## src/rtl/source_sel_ctrl_if.sv

```systemverilog
// Button/LED/mux-select bundle between the board and the source selector controller.
// master = the controller, slave = board buttons, LEDs and source mux.
interface source_sel_ctrl_if;
   logic [1:0] pb_n;
   logic       auto_en;
   logic [1:0] sel;
   logic [1:0] indic;
   logic       switching;

   modport master (
      input  pb_n,
      input  auto_en,
      output sel,
      output indic,
      output switching
   );

   modport slave (
      output pb_n,
      output auto_en,
      input  sel,
      input  indic,
      input  switching
   );
endinterface

```

## src/rtl/source_sel_ctrl.sv

```systemverilog
// Test-source selector: synchronizes/debounces PB0/PB1, steps the 4:1 mux select, drives LEDs.
// Optional auto-scan dwell timer is built only when SOURCE_SEL_AUTO_EN is defined.
module source_sel_ctrl #(
   parameter int unsigned DEBOUNCE_CYC = 16,
   parameter int unsigned DWELL_CYC    = 1024,
   parameter int unsigned SETTLE_CYC   = 8
) (
   input  logic              clk1280,
   input  logic              rst,
   source_sel_ctrl_if.master bus
);

   localparam int unsigned DB_W = $clog2(DEBOUNCE_CYC);
   localparam int unsigned ST_W = $clog2(SETTLE_CYC + 1);

   typedef enum logic {
      IDLE   = 1'b0,
      SETTLE = 1'b1
   } state_t;

   state_t          state;
   logic [1:0]      sync1;
   logic [1:0]      sync2;
   logic [1:0]      db;
   logic [1:0]      db_prev;
   logic [1:0]      press;
   logic [DB_W-1:0] db_cnt [2];
   logic [1:0]      sel_q;
   logic [1:0]      indic_q;
   logic            switching_q;
   logic [ST_W-1:0] settle_cnt;
   logic [1:0]      next_sel_c;
   logic            auto_adv_c;
   logic            update_c;

   // Two-flop synchronizer, debounce and registered press pulse (falling debounced level).
   always_ff @(posedge clk1280) begin
      if (rst) begin
         sync1   <= 2'b11;
         sync2   <= 2'b11;
         db      <= 2'b11;
         db_prev <= 2'b11;
         press   <= 2'b00;
         for (int i = 0; i < 2; i++) begin
            db_cnt[i] <= '0;
         end
      end else begin
         sync1   <= bus.pb_n;
         sync2   <= sync1;
         db_prev <= db;
         press   <= db_prev & ~db;
         for (int i = 0; i < 2; i++) begin
            if (sync2[i] == db[i]) begin
               db_cnt[i] <= '0;
            end else if (db_cnt[i] == DB_W'(DEBOUNCE_CYC - 1)) begin
               db[i]     <= sync2[i];
               db_cnt[i] <= '0;
            end else begin
               db_cnt[i] <= db_cnt[i] + DB_W'(1);
            end
         end
      end
   end

`ifdef SOURCE_SEL_AUTO_EN
   localparam int unsigned DW_W = $clog2(DWELL_CYC);

   logic [DW_W-1:0] dwell_cnt;

   // Manual presses win over an auto advance landing on the same cycle.
   assign auto_adv_c = (state == IDLE) && bus.auto_en && (press == 2'b00) &&
                       (dwell_cnt == DW_W'(DWELL_CYC - 1));

   always_ff @(posedge clk1280) begin
      if (rst) begin
         dwell_cnt <= '0;
      end else if ((state != IDLE) || !bus.auto_en || (press != 2'b00) || auto_adv_c) begin
         dwell_cnt <= '0;
      end else begin
         dwell_cnt <= dwell_cnt + DW_W'(1);
      end
   end
`else
   assign auto_adv_c = 1'b0;
`endif

   assign update_c = (state == IDLE) && ((press != 2'b00) || auto_adv_c);

   // Next select: both buttons home to ch1, PB0 steps up, PB1 steps down, auto steps up.
   always_comb begin
      next_sel_c = sel_q;
      case (press)
         2'b11:   next_sel_c = 2'b00;
         2'b01:   next_sel_c = sel_q + 2'd1;
         2'b10:   next_sel_c = sel_q - 2'd1;
         default: begin
            if (auto_adv_c) begin
               next_sel_c = sel_q + 2'd1;
            end
         end
      endcase
   end

   // Select FSM; presses seen while settling are dropped.
   always_ff @(posedge clk1280) begin
      if (rst) begin
         state       <= IDLE;
         sel_q       <= 2'b00;
         indic_q     <= 2'b00;
         switching_q <= 1'b0;
         settle_cnt  <= '0;
      end else begin
         case (state)
            IDLE: begin
               if (update_c) begin
                  sel_q       <= next_sel_c;
                  indic_q     <= next_sel_c;
                  switching_q <= 1'b1;
                  settle_cnt  <= '0;
                  state       <= SETTLE;
               end
            end
            SETTLE: begin
               if (settle_cnt == ST_W'(SETTLE_CYC - 1)) begin
                  switching_q <= 1'b0;
                  state       <= IDLE;
               end else begin
                  settle_cnt <= settle_cnt + ST_W'(1);
               end
            end
            default: state <= IDLE;
         endcase
      end
   end

   assign bus.sel       = sel_q;
   assign bus.indic     = indic_q;
   assign bus.switching = switching_q;

endmodule

```

## src/flat_wrapper.sv

```systemverilog
// flat-port wrapper written by rule: the top's interface ports become plain ports
module source_sel_ctrl_flat 
#(
   parameter int unsigned DEBOUNCE_CYC = 16,
   parameter int unsigned DWELL_CYC    = 1024,
   parameter int unsigned SETTLE_CYC   = 8
)
  (clk1280, rst, bus_pb_n, bus_auto_en, bus_sel, bus_indic, bus_switching);
  source_sel_ctrl_if bus_i ();
  input  logic clk1280;
  input  logic rst;
  input wire logic [$bits(bus_i.pb_n)-1:0] bus_pb_n;
  input wire logic [$bits(bus_i.auto_en)-1:0] bus_auto_en;
  output wire logic [$bits(bus_i.sel)-1:0] bus_sel;
  output wire logic [$bits(bus_i.indic)-1:0] bus_indic;
  output wire logic [$bits(bus_i.switching)-1:0] bus_switching;
  assign bus_i.pb_n = bus_pb_n;
  assign bus_i.auto_en = bus_auto_en;
  assign bus_sel = bus_i.sel;
  assign bus_indic = bus_i.indic;
  assign bus_switching = bus_i.switching;
  source_sel_ctrl #(.DEBOUNCE_CYC(DEBOUNCE_CYC), .DWELL_CYC(DWELL_CYC), .SETTLE_CYC(SETTLE_CYC)) u_core (.clk1280(clk1280), .rst(rst), .bus(bus_i));
endmodule
```

## config.mk

```make
export PLATFORM = sky130hd
export DESIGN_NAME = source_sel_ctrl_flat
export DESIGN_NICKNAME = d
export VERILOG_FILES = /design/src/rtl/source_sel_ctrl_if.sv /design/src/rtl/source_sel_ctrl.sv /design/src/flat_wrapper.sv
export SDC_FILE = /design/constraint.sdc
export NUM_CORES = 1
export LEC_CHECK = 0
export ABC_AREA = 1
export ABC_CLOCK_PERIOD_IN_PS = 3200
export CAP_MARGIN = 20
export CORE_ASPECT_RATIO = 1.2
export CORE_MARGIN = 2
export CORE_UTILIZATION = 58
export DETAILED_ROUTE_END_ITERATION = 16
export PLACE_DENSITY_LB_ADDON = 0.3
export SYNTH_ARGS = -nofsm -noshare
export SYNTH_HDL_FRONTEND = slang
export SYNTH_SLANG_ARGS = --single-unit
```

## constraint.sdc

```tcl
create_clock -name clk1280 -period 3.2 [get_ports clk1280]
set_input_delay 0.32 -clock clk1280 [delete_from_list [all_inputs] [get_ports clk1280]]
set_output_delay 0.32 -clock clk1280 [all_outputs]
set_load 0.005 [all_outputs]
```

# [Word level (Yosys, flattened, before mapping)]
# Memories as Yosys holds them, arrays and structs flattened.
# Index checks and enable logic that the tools add are counted.
[op_classes] n_reduce_logical=8 n_bitwise=11 n_eq_ne=11 addsub=5 mux=40
[op_table] cell="$mux 4" count=8
[op_table] cell="$mux 1" count=28
[op_table] cell="$add 4x1->4 const B" count=3
[op_table] cell="$eq 4x4->1 const B" count=2
[op_table] cell="$pmux 4 s2" count=1
[op_table] cell="$reduce_and 2->1" count=4
[op_table] cell="$or 1x1->1" count=6
[op_table] cell="$pmux 2 s3" count=1
[op_table] cell="$eq 2x2->1 const B" count=2
[op_table] cell="$eq 4x3->1 const B" count=1
[op_table] cell="$ne 2x2->1 const B" count=2
[op_table] cell="$pmux 1 s2" count=2
[op_table] cell="$not 1->1" count=3
[op_table] cell="$reduce_and 3->1" count=1
[op_table] cell="$reduce_bool 3->1" count=1
[op_table] cell="$add 2x1->2 const B" count=1
[op_table] cell="$and 2x2->2" count=1
[op_table] cell="$eq 1x1->1" count=2
[op_table] cell="$eq 2x1->1 const B" count=1
[op_table] cell="$ne 2x1->1 const B" count=1
[op_table] cell="$not 2->2" count=1
[op_table] cell="$reduce_bool 2->1" count=1
[op_table] cell="$sub 2x1->2 const B" count=1
[op_table] cell="$logic_and 1x1->1" count=1
[word_totals] elab_cells=86 output_inout_bits=5 memories=1 register_bits=18 in_bits=5 ramBits=8
[mem_list] memory="u_core.db_cnt" depth=2 word_bits=4 rd=2 rd_ports_with_merged_regs=0 write_ports=2 line_no="source_sel_ctrl.sv:27" rtl="logic [DB_W-1:0] db_cnt [2];"

# [Longest topological paths before layout]
# An unclocked memory read counts as a cell.
[depth] ltp_word=8 mapped_depth=8 mapped_depth_nobuf=8

# [Least setup slack after synthesis]
# OpenSTA, ideal clock, no wires.
[synth_timing] path_type="register -> register" startpoint="memory u_core.db_cnt[0][0] in the netlist's numbering" endpoint="memory u_core.db_cnt[0][2] in the netlist's numbering, data pin" t_required_ns=3.050 arrival_time_ns=0.972 period_less_slack_ns=1.122 slack_ns=2.078 setup_ns=0.150 stages_incl_launch_ff=7 n_path_buf=0 cell_sequence="edfxtp_1 > ha_1 > nand2_1 > inv_1 > nand2_1 > nand2_1 > nor3_2"
[synth_lines] element="start: declaration" line_no="source_sel_ctrl.sv:27"

# [Final worst setup path]
[layout_timing] startpoint="register u_core.sel_q[1] (netlist: u_core.bus.sel[1])" endpoint="output bus_sel[1]"
[layout_lines] element="start: declaration" line_no="source_sel_ctrl.sv:28" rtl="logic [1:0] sel_q;"
[layout_lines] element="start signal: assignment" line_no="source_sel_ctrl.sv:116" rtl="sel_q <= next_sel_c;"
[layout_lines] element="end: declaration" line_no="flat_wrapper.sv:14" rtl="output wire logic [$bits(bus_i.sel)-1:0] bus_sel;"
# No word-level cell between the ends.

==> flow_summary.toml <==
[status]
outcome = "completed"

[die]
die-area_um2 = 2250
fp.dieH_um = 51.6
initial_utilization_pct = 60.5
die_x_um = 43.6
num_io_pins = 10
rows = 17
core_area_um2 = 1810

[setup_path]
critPathTopFamily = "buffers and inverters"
cp_cell_sequence = "clkdlybuf4s50_1"
critPathLaunchType = "flop"
rr_worst_depth = 6
cp_slowest_cell = "clkdlybuf4s50_1"
startpoint = "u_core.bus.sel[1]$_SDFFE_PP0P_"
cp.depth = 1
slowest_delay_ns = 0.52
crit_type = "reg2out"
reg2reg_slack_ns = 1.94
r2r_end = "u_core.db_cnt[0][2]$_SDFFCE_PN0P_"
critPathArrivalTime_ns = 1.25
required_ns = 2.88
worst_setup_path_end_kind = "output pin"
critPathBufInv = 1
crit_fanout = 4
r2r_start = "u_core.db_cnt[0][0]$_SDFFCE_PN0P_"

[global_route]
grt_max_degree = 15
antenna_found_initial = 0
grt_first_pass_wirelength_um = 2750
first_global_vias = 748
grt.total_usage_pct = 16.2
overflow = 0

[cts]
clk_pin_slew_ns = 0.13
post_cts_resized = 0
cts-root-buf = "clkbuf_4"
cts_hold_buf = 0
cts_buffers = 3
clockBufferDepth = 2
cts_tree = "yes"
insertion_delay_ns = 0.32
cts_post_setup_buffers_inserted = 0
clock-sinks = 26
ctsHtreeMaxLevel = 1

[power_and_ir_drop]
power.leakage_nw = 0.538
vdd_drop_max_v = 0.000277
powerDensity_nw_per_um2 = 413
total_power_uw = 507

[finish]
final_common_cell = "dfxtp_1"
design_area_um2 = 1230
diodes = 0
final_util_pct = 67.8
mostFrequentLayoutCells = "dfxtp_1 (18), nand2_1 (15), nor2_1 (15)"
layout-drive-gt1-share_pct = 11.9
area_delta_synth_final_pct = 12.1
nFillCells = 144
layout.cells.non_filler = 154
nNetsFinal = 147

[min_path]
whs_endpoint = "u_core.press[1]$_SDFF_PP0_"
hp-class = "reg2reg"
worstHoldPathCells = 2
hp-start = "u_core.db_prev[1]$_SDFF_PP1_"

[sta]
finalHoldViolCount = 0
setup_ws_ns = 1.63
period_needed_ns = 1.57
setup_viol = 0
fin_hold_ws_ns = 0.417
period_share_pct = 49.1
report.final.slew_viol_count = 0
fmax_ghz = 0.636
rsz0062_at_grt = "no"
clock_skew_ns = 0.0155
tns_ns = 0

[detailed_routing]
avgRoutedWirePerCell_um = 9.91
firstDrtPassIters = 4
num_vias = 779
ant_nets = 0
post-route-drc-count = 0
drt_iter0_drc = 10
wirelength_um = 1530
viasPerCell = 5.06

[synth]
avgSynthCellArea_um2 = 9.11
synth_cell_types = 21
synth-seq-cells = 26
synth_area_um2 = 1090
ys_warn_count = 0
netlist_instances = 120
ys_seq_area_share_pct = 54.9

[placed_design]
place_area_um2 = 1200
hpwlAfterDp_um = 1180
dpl_worst_slack_ns = 1.40
gp_congestion = 0.749
portBuffers = 8
place_inst = 151

[run]
max_cap_viol_count = 0
## cell families after synthesis
family	Yosys count	share of synthesized area, %
flops	26	54.9
fa+ha+maj	5	5.72
xor+xnor	4	3.20
simple gates	51	21.6
buf+inv	17	6.64
other cells	1	0.343
compound gates	16	7.55
## tightest hold or removal path, stage by stage, from the launching register on
cell	delay [ns]
dfxtp_1	0.32
inv_1	0.04
nor2_1	0.03
## where the power goes
part	switching, mW	leakage, nW	internal, mW	total, mW
combinational	0.0124	0.296	0.0104	0.0228
clock	0.0872	0.0138	0.0440	0.131
sequential	0.00508	0.229	0.348	0.353
total	0.105	0.538	0.402	0.507
## worst max-delay path by stage
stage / end
floorplan: u_core.db_cnt[0][2]$_SDFFCE_PN0P_
global placement: u_core.db_cnt[0][0]$_SDFFCE_PN0P_
detailed placement: u_core.db_cnt[0][3]$_SDFFCE_PN0P_
CTS: bus_sel[1]
global route: bus_sel[1]
finish: bus_sel[1]
## flip-flops by register name, indices dropped and copies added, names as in the netlist
name	flops
u_core.bus.sel	2
u_core.bus.switching	1
u_core.db	2
u_core.db_cnt	8
u_core.db_prev	2
u_core.press	2
u_core.settle_cnt	4
u_core.state	1
u_core.sync1	2
u_core.sync2	2
## layout make-up
class | instances | area (um^2) | area share (%)
multi-input cells | 84 | 447 | 36.4
flip-flops and latches | 26 | 601 | 49.0
clock buffers | 3 | 22.5 | 1.84
repair buffers | 8 | 80.1 | 6.53
well taps | 19 | 23.8 | 1.94
inverters | 14 | 52.6 | 4.29
## routing by layer
layer  global-route usage (%)  up-vias  wire length, um
met2                     29.4       15              755
met1                     17.3      348              683
met5                        0        -                0
met4                     10.1        0               36
met3                     2.08        5               51
li1                         -      411                -
## synthesized netlist by cell type
library cell / instances / share of area, %
and3_2: 1 / 0.69
xnor2_1: 1 / 0.80
inv_1: 12 / 4.1
nor3_2: 1 / 0.92
o211ai_1: 1 / 0.69
dfxtp_1: 18 / 33
xor2_1: 3 / 2.4
o21ai_0: 5 / 2.3
inv_2: 2 / 0.69
ha_1: 5 / 5.7
conb_1: 1 / 0.34
a21oi_1: 10 / 4.6
nand2_2: 1 / 0.57
buf_2: 1 / 0.46
nor2_1: 15 / 5.1
buf_4: 2 / 1.4
edfxtp_1: 8 / 22
nand2_1: 15 / 5.1
nand3_1: 10 / 4.6
nor2_2: 1 / 0.57
or2_2: 7 / 4.0
(Power assumes the default switching activity.)
